===== src/rtl/bcd_to_bin_seq.sv =====
// Multi-cycle signed BCD to two's-complement binary decoder (reverse double-dabble).
// Accepts {sign, BCD digits} and returns an (N+1)-bit two's-complement value plus an
// error flag for invalid digits or out-of-range magnitudes. Valid/ready on both sides.
`timescale 1ns/1ps
module bcd_to_bin_seq #(
  parameter  int N      = 7,
  localparam int DIGITS = N / 3 + 1
) (
  input  logic              clk,
  input  logic              rst,
  input  logic              in_valid,
  output logic              in_ready,
  input  logic [4*DIGITS:0] bcd_in,
  output logic              out_valid,
  input  logic              out_ready,
  output logic [N:0]        binary_out,
  output logic              err
);

  localparam int BW = 4 * DIGITS;
  localparam int CW = $clog2(BW);
  localparam logic [BW-1:0] MAX_POS = BW'((2 ** N) - 1);
  localparam logic [BW-1:0] MAX_NEG = BW'(2 ** N);

  typedef enum logic [1:0] {IDLE, SHIFT, FIX, DONE} state_t;

  state_t          state, state_nx;
  logic [BW-1:0]   bcd_reg;
  logic [BW-1:0]   acc;
  logic [CW-1:0]   cnt;
  logic            sign_reg;
  logic            bad_digit;

  logic [2*BW-1:0] shifted;
  logic [BW-1:0]   bcd_nx;
  logic [BW-1:0]   acc_nx;
  logic            in_bad;
  logic [N:0]      fix_bin;
  logic            fix_err;

  assign in_ready  = (state == IDLE);
  assign out_valid = (state == DONE);

  // State register.
  // NOTE: sequential state uses non-blocking assignments so every register samples
  // pre-edge values regardless of block evaluation order.
  always_ff @(posedge clk or posedge rst) begin
    if (rst) state <= IDLE;
    else     state <= state_nx;
  end

  // Next-state logic.
  // NOTE: the default is assigned first so no path leaves state_nx unassigned (no latch).
  always_comb begin
    state_nx = state;
    unique case (state)
      IDLE:  if (in_valid)                   state_nx = SHIFT;
      SHIFT: if (cnt == CW'(BW - 1))         state_nx = FIX;
      FIX:                                   state_nx = DONE;
      DONE:  if (out_ready)                  state_nx = IDLE;
      default:                               state_nx = IDLE;
    endcase
  end

  // One reverse double-dabble step: shift {bcd, acc} right, then correct digits >= 8.
  always_comb begin
    shifted = {bcd_reg, acc} >> 1;
    bcd_nx  = shifted[2*BW-1:BW];
    acc_nx  = shifted[BW-1:0];
    for (int i = 0; i < DIGITS; i++) begin
      if (bcd_nx[4*i +: 4] >= 4'd8) bcd_nx[4*i +: 4] = bcd_nx[4*i +: 4] - 4'd3;
    end
  end

  // Flag any incoming digit above 9.
  always_comb begin
    in_bad = 1'b0;
    for (int i = 0; i < DIGITS; i++) begin
      if (bcd_in[4*i +: 4] > 4'd9) in_bad = 1'b1;
    end
  end

  // Range check, saturation and sign application on the finished magnitude.
  always_comb begin
    fix_bin = acc[N:0];
    fix_err = 1'b0;
    if (bad_digit) begin
      fix_bin = '0;
      fix_err = 1'b1;
    end else if (!sign_reg && acc > MAX_POS) begin
      fix_bin = {1'b0, {N{1'b1}}};
      fix_err = 1'b1;
    end else if (sign_reg && acc > MAX_NEG) begin
      fix_bin = {1'b1, {N{1'b0}}};
      fix_err = 1'b1;
    end else if (sign_reg) begin
      fix_bin = (~acc[N:0]) + 1'b1;
    end
  end

  // Datapath: capture on accept, shift in SHIFT, publish result in FIX.
  always_ff @(posedge clk or posedge rst) begin
    if (rst) begin
      bcd_reg    <= '0;
      acc        <= '0;
      cnt        <= '0;
      sign_reg   <= 1'b0;
      bad_digit  <= 1'b0;
      binary_out <= '0;
      err        <= 1'b0;
    end else begin
      unique case (state)
        IDLE: if (in_valid) begin
          bcd_reg   <= bcd_in[BW-1:0];
          sign_reg  <= bcd_in[BW];
          acc       <= '0;
          cnt       <= '0;
          bad_digit <= in_bad;
        end
        SHIFT: begin
          bcd_reg <= bcd_nx;
          acc     <= acc_nx;
          cnt     <= cnt + 1'b1;
        end
        FIX: begin
          binary_out <= fix_bin;
          err        <= fix_err;
        end
        default: ;
      endcase
    end
  end

endmodule

===== config.mk =====
export PLATFORM = sky130hd
export DESIGN_NAME = bcd_to_bin_seq
export DESIGN_NICKNAME = d
export VERILOG_FILES = /design/src/rtl/bcd_to_bin_seq.sv
export SDC_FILE = /design/constraint.sdc
export NUM_CORES = 1
export LEC_CHECK = 0
export CORE_MARGIN = 2
export CORE_UTILIZATION = 53
export DETAILED_ROUTE_END_ITERATION = 6
export HOLD_SLACK_MARGIN = 0.02
export PLACE_DENSITY_LB_ADDON = 0.25
export SLEW_MARGIN = 0
export SYNTH_ARGS = -nofsm -noshare
export SYNTH_HDL_FRONTEND = slang
export SYNTH_SLANG_ARGS = --single-unit

===== constraint.sdc =====
create_clock -name clk -period 2.2 [get_ports clk]
set_clock_uncertainty 0.05 [all_clocks]
set_input_delay 0.44 -clock clk [delete_from_list [all_inputs] [get_ports clk]]
set_output_delay 0.44 -clock clk [all_outputs]
set_load 0.005 [all_outputs]

==> out/results.md, run 1 <==
| Stage | Item | Reported |
| --- | --- | --- |
| placed design | Port Buffer Count | 27 |
| critical path | Required arrival time at the worst endpoint | 1.71 ns |
| power | Overall Power | 0.00364 W |
| power | Clock share of power | 0.200 |
| timing | Number of setup violations in the final report | 0 |
| routing | Remaining antenna violation count | 0 |
| finish | Final layout net count | 270 |
| clocking | Insertion delay of the later-clocked pin in the worst-skew pair | 0.30 ns |
| critical path | Worst path max stage delay | 0.52 ns |
| synth | Netlist Area Pre-Place | 2160 um^2 |
| placed design | Cell count after placement | 286 |
| routing | Iteration-0 DRC Markers | 177 |
| critical path | Slowest-stage cell, CP | sky130_fd_sc_hd__clkdlybuf4s50_1 |
| synth | Fraction of synthesis flops using an asynchronous set or reset pin | 1.00 |
| synth | Warning count from the yosys run | 0 |
| routing | Vias after detailed routing | 1694 |
| floorplan | Top-level port count | 28 |
| routing | First drt pass iteration count | 4 |
| synth | Post-synthesis area per instance | 10.0 um^2 |
| synth | Share of the yosys chip area belonging to registers | 0.475 |
| power | Worst IR drop on VDD | 991 uV |
| synth | Cells taking the most area after synthesis | sky130_fd_sc_hd__dfrtp_1 (48%), sky130_fd_sc_hd__ha_1 (5.8%), sky130_fd_sc_hd__o21ai_0 (4.4%), sky130_fd_sc_hd__a22o_1 (4.1%), sky130_fd_sc_hd__inv_1 (3.5%) |
| critical path | Critical path class | reg -> out |
| synth | Post-synth top area share | 0.475 |
| global routing | Sum of overflow across all layers after global routing | 0 |
| clocking | Total of hold buffers inserted after clock tree synthesis | 0 |
| power | PwrDens | 1390 nW/um^2 |
| routing | Wire length per cell | 14.9 um |
| finish | Area occupied by multi-input gates | 1010 um^2 |
| floorplan | Height of the die | 67.8 um |
| timing | Hold Fails Final Rpt | 0 |
| clocking | Clock tree from TritonCTS | built |
| placed design | GP Congestion | 0.839 |
| synth | Post-synth EDFFs | 0 |
| global routing | Largest net degree at the start of global routing | 42 |
| synth | Cell type contributing the most total cell area after synthesis | sky130_fd_sc_hd__dfrtp_1 |
| job | Number of maximum-capacitance violations | 0 |
| routing | Vias per inst | 5.76 |
| critical path | Capturing element type of the critical path | output pin |
| timing | Setup repair after global routing missed its margin | false |
| power | Internal Power | 0.00225 W |
| synth | Number of standard cells after synthesis | 216 |
| floorplan | Starting utilization of the core area | 0.544 |
| floorplan | Floorplan row count | 23 |
| timing | Max-slew violation count | 0 |
| finish | Storage cell area | 1030 um^2 |
| global routing | Initial antenna violation count | 0 |
| power | Flop pwr share | 0.355 |
| placed design | Placed wire-length estimate | 3060 um |
| clocking | Cell at the root of the clock tree | sky130_fd_sc_hd__clkbuf_8 |
| timing | Post-Route Setup TNS | 0 ns |
| floorplan | Die area | 4600 um^2 |
| clocking | Maximum root-to-sink buffer count | 2 |
| routing | Total routed wirelength | 4380 um |
| clocking | Clock-pin slew on the worst setup and hold paths | 0.09 ns |
| min path | Hold WC Path Type | reg -> reg |
| finish | Most common cell after layout, fill and taps aside | sky130_fd_sc_hd__dfrtp_1 |
| power | Psw | 0.00139 W |
| global routing | Number of global-route vias before repair | 1541 |
| timing | Final worst-path cycle share | 0.937 |
| timing | Maximum clock rate | 485 MHz |
| synth | Syn_nets | 243 |
| finish | Fraction of layout instances using a drive strength above 1 | 0.0984 |
| critical path | Largest driver fanout on the critical path | 7 |
| floorplan | Core region area | 3970 um^2 |
| timing | Actual transition at the worst max-transition pin | 0.515 ns |
| finish | Cell Count, Final, Fillers Out | 294 |
| timing | Post-route setup slack | 0.139 ns |
| critical path | Worst EP arrival | 1.57 ns |
| clocking | H-tree depth | 2 |
| finish | Syn-to-layout area delta | 21.3% |
| synth | Synthesis-stage register bit count | 41 |
| clocking | CTS buffer count | 5 |
| placed design | Minimum setup slack after placement | 0.0816 ns |
| power | Switching power share of the total | 0.381 |
| critical path | Ordered cell list for the critical path | inv_1 > ha_2 > clkdlybuf4s50_1 |
| critical path | Critical Path Source Type | flip-flop |
| timing | Slew Limit Headroom | 0.656 |
| global routing | Wire length of the first global-routing pass | 7410 um |
| timing | Final critical delay including setup and external delays | 2.06 ns |
| clocking | Clock sink count | 41 |
| power | Leakage component of the power | 1.17 nW |
| finish | Most frequent cells in the layout | sky130_fd_sc_hd__dfrtp_1 (41), sky130_fd_sc_hd__clkdlybuf4s50_1 (27), sky130_fd_sc_hd__inv_1 (20) |
| routing | Residual DRC count | 0 |
| finish | Diode count | 0 |
| power | Combinational group share of total power | 0.444 |
| status | Result of the run | completed |
| global routing | Global Route Usage Sum | 0.218 |
| synth | Synth Flop Type | sky130_fd_sc_hd__dfrtp_1 |
| finish | FILL cells | 349 |
| synth | Post-synth cell types | 45 |
| floorplan | Die boundary width | 67.8 um |
## layer usage
metal | GRT usage | share of wire
met1 | 0.294 | 0.44
met2 | 0.350 | 0.50
met3 | 0.0510 | 0.047
met4 | 0.0675 | 0.013
met5 | 0 | 0
## cells by family (layout without fill, tap and decap cells)
kind of cell,Yosys count,in the layout,share of synthesized area
and+or+nand+nor,52,52,0.125
AOI/OAI and AO/OA,63,63,0.205
xor gates and xnor gates,8,8,0.0324
buffers and inverters,32,60,0.0568
adders and majority gates,10,10,0.0579
muxes,10,10,0.0481
DFF,41,41,0.475
## power by group through the flow
| stage | Sequential [W] | Clock [W] | Combinational, W |
|---|---|---|---|
| 2_1_floorplan | 0.00122 | 0 | 0.00118 |
| 4_1_cts | 0.00129 | 0.000732 | 0.00162 |
| 6_report | 0.00129 | 0.000729 | 0.00162 |
| 3_5_place_dp | 0.00131 | 0 | 0.00160 |
| 5_1_grt | 0.00133 | 0.000763 | 0.00183 |
| 3_3_place_gp | 0.00130 | 0 | 0.00156 |
## final cells by class
type	count	share of cell area
Sequential cell	41	0.392
Inverter	20	0.0287
Tap cell	50	0.0239
Clock buffer	5	0.0263
Timing Repair Buffer	32	0.118
Multi-Input combinational cell	143	0.387
Clock inverter	3	0.0248
## cell usage after synthesis, types with 3 or more instances
cell type	n
sky130_fd_sc_hd__mux2_2	3
sky130_fd_sc_hd__xor2_1	3
sky130_fd_sc_hd__o21ai_0	19
sky130_fd_sc_hd__ha_1	10
sky130_fd_sc_hd__nor2b_1	3
sky130_fd_sc_hd__nand2_1	16
sky130_fd_sc_hd__inv_1	20
sky130_fd_sc_hd__dfrtp_1	41
sky130_fd_sc_hd__a211o_1	4
sky130_fd_sc_hd__nand3_1	4
sky130_fd_sc_hd__clkbuf_1	10
sky130_fd_sc_hd__a31oi_1	3
sky130_fd_sc_hd__xnor2_1	5
sky130_fd_sc_hd__nor2_1	10
sky130_fd_sc_hd__a22o_1	10
sky130_fd_sc_hd__nor4_1	3
sky130_fd_sc_hd__o221ai_1	5
sky130_fd_sc_hd__a21oi_1	7
sky130_fd_sc_hd__nor3_1	3
sky130_fd_sc_hd__mux2i_1	7
## stage by stage
step	hold slack [ns]	instance area, um^2	utilization
after detailed placement	0.422	2480	0.625
after floorplan	0.401	2160	-
after global placement	0.416	2480	0.625
final	0.435	2620	0.659
after global routing	0.478	2620	0.659
after CTS	0.441	2620	0.659
## timing repair
action                     4_1_cts  5_1_grt
setup endpoints to repair        0        1
buffers inserted                 0        0
gates resized for setup          0        1
## worst paths after layout
check	from	end	slack, ns	depth (start not counted)
max	state[1]	in_ready	0.14	3
min	bcd_reg[0]	bcd_reg[0]	0.43	2
max reg2reg	acc[1]	binary_out[6]	0.30	6
min reg2reg	bcd_reg[0]	bcd_reg[0]	0.43	2
max in group asynchronous	rst	bcd_reg[5]	1.23	3
min in group asynchronous	rst	err	0.51	3
## critical path, delay by kind of cell (launching register included)
family	cells	cell delay (ns)
buffers and inverters	2	0.62
flip-flops	1	0.42
adder cells (fa/ha/maj)	1	0.24
Power figures use the tool's default switching activity.
==> inputs of run 2 (changes only) <==
--- a/config.mk
+++ b/config.mk
@@ -10,6 +10,7 @@
 export DETAILED_ROUTE_END_ITERATION = 6
 export HOLD_SLACK_MARGIN = 0.02
 export PLACE_DENSITY_LB_ADDON = 0.25
+export REMOVE_ABC_BUFFERS = 1
 export SLEW_MARGIN = 0
 export SYNTH_ARGS = -nofsm -noshare
 export SYNTH_HDL_FRONTEND = slang
==> run 2 against run 1 <==
  * Worst hold slack better by 0.0074 ns
  * Combinational power about the same
  * Sequential power about the same
  * Core utilization about the same
  * Die area unchanged
  * Clock power down 13%
  * Largest power group unchanged
  * Highest routed layer unchanged
  * Routed wire length down 0.21%
  * Global-route usage up 0.37 points
  * Worst setup slack worse by 0.0080 ns
==> out/results.md, run 2 (synthesis results as in run 1) <==
| Stage | Item | Reported |
| --- | --- | --- |
| global routing | Global Route Usage Sum | 0.222 |
| global routing | Initial antenna violation count | 0 |
| floorplan | Die area | 4600 um^2 |
| critical path | Critical Path Source Type | flip-flop |
| status | Result of the run | completed |
| routing | Remaining antenna violation count | 0 |
| critical path | Setup slack of the worst register-to-register path | 0.25 ns |
| timing | Setup repair after global routing missed its margin | false |
| timing | Actual transition at the worst max-transition pin | 0.495 ns |
| clocking | Insertion delay of the later-clocked pin in the worst-skew pair | 0.30 ns |
| timing | Hold Fails Final Rpt | 0 |
| clocking | Clock tree from TritonCTS | built |
| floorplan | Die boundary width | 67.8 um |
| clocking | Maximum root-to-sink buffer count | 2 |
| timing | Slew Limit Headroom | 0.670 |
| power | PwrDens | 1360 nW/um^2 |
| clocking | Post-cts sizing count | 0 |
| floorplan | Core region area | 3970 um^2 |
| critical path | Ordered cell list for the critical path | inv_1 > ha_1 > clkdlybuf4s50_1 |
| timing | Post-route setup slack | 0.131 ns |
| routing | Residual DRC count | 0 |
| critical path | Worst EP arrival | 1.58 ns |
| critical path | Crit path max-delay family | buffers and inverters |
| finish | Syn-to-layout area delta | 21.2% |
| min path | Hold WC Path Type | reg -> reg |
| power | Worst IR drop on VDD | 679 uV |
| global routing | Wire length of the first global-routing pass | 7560 um |
| clocking | H-tree depth | 2 |
| critical path | Worst path max stage delay | 0.52 ns |
| placed design | Minimum setup slack after placement | 0.195 ns |
| placed design | Placed wire-length estimate | 3170 um |
| finish | Cell Count, Final, Fillers Out | 296 |
| power | Combinational group share of total power | 0.460 |
| critical path | Largest driver fanout on the critical path | 4 |
| global routing | Sum of overflow across all layers after global routing | 0 |
| clocking | Setup repair bufs after CTS | 0 |
| clocking | CTS buffer count | 5 |
| placed design | Port Buffer Count | 27 |
| timing | Smallest hold slack | 0.442 ns |
| placed design | GP Congestion | 0.815 |
| finish | Fraction of layout instances using a drive strength above 1 | 0.102 |
| placed design | Cell count after placement | 288 |
| power | Leakage component of the power | 1.17 nW |
| power | Internal Power | 0.00218 W |
| finish | Storage cell area | 1030 um^2 |
| floorplan | Starting utilization of the core area | 0.544 |
| clocking | Cell at the root of the clock tree | sky130_fd_sc_hd__clkbuf_8 |
| finish | Most common cell after layout, fill and taps aside | sky130_fd_sc_hd__dfrtp_1 |
| clocking | Total of hold buffers inserted after clock tree synthesis | 0 |
| floorplan | Top-level port count | 28 |
| power | Clock share of power | 0.177 |
| routing | Iteration-0 DRC Markers | 86 |
| global routing | Largest net degree at the start of global routing | 42 |
| floorplan | Height of the die | 67.8 um |
| routing | Vias per inst | 5.73 |
| floorplan | Floorplan row count | 23 |
| clocking | Clock-pin slew on the worst setup and hold paths | 0.08 ns |
| timing | Final worst-path cycle share | 0.941 |
| timing | Max-slew violation count | 0 |
| finish | Final layout net count | 272 |
| routing | Wire length per cell | 14.8 um |
| power | Flop pwr share | 0.362 |
| finish | Diode count | 0 |
| job | Number of maximum-capacitance violations | 0 |
| finish | FILL cells | 332 |
| critical path | Required arrival time at the worst endpoint | 1.71 ns |
| timing | Number of setup violations in the final report | 0 |
| routing | Vias after detailed routing | 1697 |
| power | Psw | 0.00139 W |
| global routing | Number of global-route vias before repair | 1662 |
| timing | Maximum clock rate | 483 MHz |
| routing | Total routed wirelength | 4370 um |
| finish | Area occupied by multi-input gates | 1010 um^2 |
| critical path | Number of buffers and inverters on the critical path | 2 |
| critical path | Capturing element type of the critical path | output pin |
| critical path | Critical path class | reg -> out |
| timing | Final critical delay including setup and external delays | 2.07 ns |
| critical path | Slowest-stage cell, CP | sky130_fd_sc_hd__clkdlybuf4s50_1 |
| finish | Most frequent cells in the layout | sky130_fd_sc_hd__dfrtp_1 (41), sky130_fd_sc_hd__clkdlybuf4s50_1 (27), sky130_fd_sc_hd__inv_1 (20) |
| finish | Post-layout utilization of the core | 0.659 |
| clocking | Clock sink count | 41 |
| routing | First drt pass iteration count | 4 |
| power | Switching power share of the total | 0.390 |
## run 2: power groups by stage
| stage | combinational (W) | clock [W] | sequential (W) |
|---|---|---|---|
| global route | 0.00185 | 0.000680 | 0.00134 |
| finish | 0.00164 | 0.000634 | 0.00129 |
| CTS | 0.00165 | 0.000644 | 0.00130 |
| detailed placement | 0.00164 | 0 | 0.00131 |
| floorplan | 0.00112 | 0 | 0.00124 |
| global placement | 0.00160 | 0 | 0.00130 |
## run 2: area by class of cell
type | count | area share
clock buffers | 6 | 0.0315
clock inverters | 2 | 0.0143
inverters | 20 | 0.0287
multi-input cells | 143 | 0.386
flip-flops and latches | 41 | 0.392
well taps | 50 | 0.0239
repair buffers | 34 | 0.123
## run 2: per-layer routing
layer	share of wire	vias to the layer above	track usage
li1	-	828	-
met1	0.46	820	0.280
met2	0.49	37	0.362
met3	0.031	12	0.0576
met4	0.023	0	0.0950
met5	0	-	0
## run 2: per-stage QoR
step | setup TNS [ns] | instance area (um^2) | total power (W)
6_report | 0 | 2620 | 0.00357
3_3_place_gp | 0 | 2500 | 0.00289
3_5_place_dp | 0 | 2500 | 0.00295
2_1_floorplan | -4.79 | 2110 | 0.00236
5_1_grt | 0 | 2620 | 0.00387
4_1_cts | 0 | 2620 | 0.00359
## run 2: final timing paths
check	from	end	depth (start not counted)
max	state[0]	in_ready	3
max reg2reg	state[0]	bcd_reg[1]	7
min	binary_out[6]	binary_out[6]	2
max in group asynchronous	rst	bcd_reg[4]	3
min reg2reg	binary_out[6]	binary_out[6]	2
min in group asynchronous	rst	state[0]	3
## run 2: worst reg2reg max path: cells and delay by family (launching register included)
family / cells / cell delay [ns]
fa+ha+maj: 1 / 0.24
buf+inv: 3 / 0.44
flops: 1 / 0.41
compound gates: 1 / 0.33
simple gates: 2 / 0.37
==> inputs of run 3 (changes only) <==
--- a/config.mk
+++ b/config.mk
@@ -5,8 +5,10 @@
 export SDC_FILE = /design/constraint.sdc
 export NUM_CORES = 1
 export LEC_CHECK = 0
+export CELL_PAD_IN_SITES_DETAIL_PLACEMENT = 0
+export CELL_PAD_IN_SITES_GLOBAL_PLACEMENT = 1
 export CORE_MARGIN = 2
-export CORE_UTILIZATION = 53
+export CORE_UTILIZATION = 42
 export DETAILED_ROUTE_END_ITERATION = 6
 export HOLD_SLACK_MARGIN = 0.02
 export PLACE_DENSITY_LB_ADDON = 0.25
==> run 3 against run 2 <==
  * Combinational power about the same
  * Final cell count up 7.1%
  * Critical path type unchanged
  * Clock power about the same
  * Sequential cell count unchanged
  * Worst setup slack worse by 0.026 ns
  * Worst hold slack better by 0.0059 ns
  * Power down 0.16%
  * Global-route usage down 4.3 points
  * Critical endpoint unchanged
==> out/results.md, run 3 (synthesis results as in run 1) <==
| Stage | Item | Reported |
| --- | --- | --- |
| status | Result of the run | completed |
| timing | Slew Limit Headroom | 0.655 |
| power | Worst IR drop on VDD | 616 uV |
| clocking | Post-cts sizing count | 0 |
| clocking | Insertion delay of the later-clocked pin in the worst-skew pair | 0.29 ns |
| clocking | Cell at the root of the clock tree | sky130_fd_sc_hd__clkbuf_8 |
| finish | Syn-to-layout area delta | 22.7% |
| critical path | Critical Path Source Type | flip-flop |
| floorplan | Die area | 5730 um^2 |
| finish | Area occupied by multi-input gates | 1010 um^2 |
| routing | Met1 Wirelength | 2170 um |
| global routing | Sum of overflow across all layers after global routing | 0 |
| timing | Maximum clock rate | 477 MHz |
| finish | Most frequent cells in the layout | sky130_fd_sc_hd__dfrtp_1 (41), sky130_fd_sc_hd__clkdlybuf4s50_1 (27), sky130_fd_sc_hd__inv_1 (20) |
| floorplan | Core region area | 5040 um^2 |
| global routing | Largest net degree at the start of global routing | 42 |
| clocking | Setup repair bufs after CTS | 0 |
| timing | Final critical delay including setup and external delays | 2.09 ns |
| routing | Detailed route wirelength on metal2 | 2070 um |
| floorplan | Top-level port count | 28 |
| finish | Most common cell after layout, fill and taps aside | sky130_fd_sc_hd__dfrtp_1 |
| placed design | Minimum setup slack after placement | 0.224 ns |
| critical path | Required arrival time at the worst endpoint | 1.71 ns |
| global routing | Number of global-route vias before repair | 1591 |
| placed design | Port Buffer Count | 27 |
| routing | Vias after detailed routing | 1652 |
| routing | Met3 wire len | 121 um |
| placed design | Cell count after placement | 309 |
| timing | Max-slew violation count | 0 |
| routing | Vias per inst | 5.21 |
| clocking | Clock-pin slew on the worst setup and hold paths | 0.08 ns |
| min path | Hold WC Path Type | reg -> reg |
| clocking | Maximum root-to-sink buffer count | 2 |
| finish | Cell Count, Final, Fillers Out | 317 |
| global routing | Initial antenna violation count | 0 |
| routing | Total routed wirelength | 4420 um |
| routing | First drt pass iteration count | 4 |
| clocking | CTS buffer count | 5 |
| clocking | H-tree depth | 2 |
| timing | Number of setup violations in the final report | 0 |
| critical path | Critical path class | reg -> out |
| power | Overall Power | 0.00357 W |
| clocking | Total of hold buffers inserted after clock tree synthesis | 0 |
| timing | Actual transition at the worst max-transition pin | 0.518 ns |
| timing | Post-route setup slack | 0.105 ns |
| finish | Fraction of layout instances using a drive strength above 1 | 0.105 |
| timing | Hold Fails Final Rpt | 0 |
| floorplan | Height of the die | 75.7 um |
| timing | Final worst-path cycle share | 0.952 |
| floorplan | Starting utilization of the core area | 0.428 |
| critical path | Largest driver fanout on the critical path | 5 |
| routing | Highest layer used for signal routing | met4 |
| finish | Final layout net count | 273 |
| routing | Iteration-0 DRC Markers | 119 |
| job | Number of maximum-capacitance violations | 0 |
| routing | Residual DRC count | 0 |
| clocking | Clock sink count | 41 |
| timing | Setup repair after global routing missed its margin | false |
| finish | Diode count | 0 |
| placed design | Placed wire-length estimate | 3210 um |
| global routing | Global Route Usage Sum | 0.179 |
| floorplan | Floorplan row count | 26 |
| power | Leakage component of the power | 1.17 nW |
| finish | FILL cells | 491 |
| routing | Wire length per cell | 13.9 um |
| critical path | Worst EP arrival | 1.60 ns |
| critical path | Capturing element type of the critical path | output pin |
| placed design | GP Congestion | 0.741 |
| clocking | Clock tree from TritonCTS | built |
| global routing | Wire length of the first global-routing pass | 7630 um |
| floorplan | Die boundary width | 75.7 um |
| routing | Remaining antenna violation count | 0 |
| finish | Storage cell area | 1030 um^2 |
| power | PwrDens | 1350 nW/um^2 |
-- run 3: cell types whose count changed in the layout (fill, tap and decap cells not counted) --
cell and delta:
sky130_fd_sc_hd__buf_4 +1
-- run 3: per-layer routing --
layer / track usage / vias up
li1: - / 834
met1: 0.248 / 785
met5: 0 / -
met4: 0.0643 / 0
met3: 0.0317 / 7
met2: 0.283 / 26
-- run 3: stage by stage --
stage               hold WS [ns]  TNS [ns]  cell area, um^2   util
floorplan                  0.401     -4.79             2110      -
global placement           0.417         0             2530  0.502
detailed placement         0.427         0             2530  0.502
CTS                        0.454         0             2650  0.526
global route               0.462         0             2650  0.526
finish                     0.448         0             2650  0.526
-- run 3: report_power, final --
part	switching, W	internal (W)	total, W
logic	0.000846	0.000796	0.00164
registers	0.000262	0.00103	0.00129
clock network	0.000268	0.000369	0.000637
-- run 3: final timing paths --
path	start	depth (start not counted)	slack [ns]	end
max in group asynchronous	rst	3	1.22	bcd_reg[6]
setup / recovery	state[0]	3	0.11	in_ready
setup reg to reg	state[0]	7	0.29	bcd_reg[5]
hold / removal	bcd_reg[0]	2	0.45	bcd_reg[0]
hold reg to reg	bcd_reg[0]	2	0.45	bcd_reg[0]
min in group asynchronous	rst	3	0.53	state[0]
-- run 3: worst max-delay path, cell delays in order (launching register included) --
cell                              delay, ns
sky130_fd_sc_hd__dfrtp_1               0.41
sky130_fd_sc_hd__inv_1                 0.10
sky130_fd_sc_hd__ha_1                  0.27
sky130_fd_sc_hd__clkdlybuf4s50_1       0.53
-- run 3: final cells by class --
type	instances	area share
sequential	41	0.387
multi-input combinational	143	0.381
timing repair buffer	35	0.125
tap	70	0.0331
clock buffer	6	0.0312
inverter	20	0.0283
clock inverter	2	0.0142
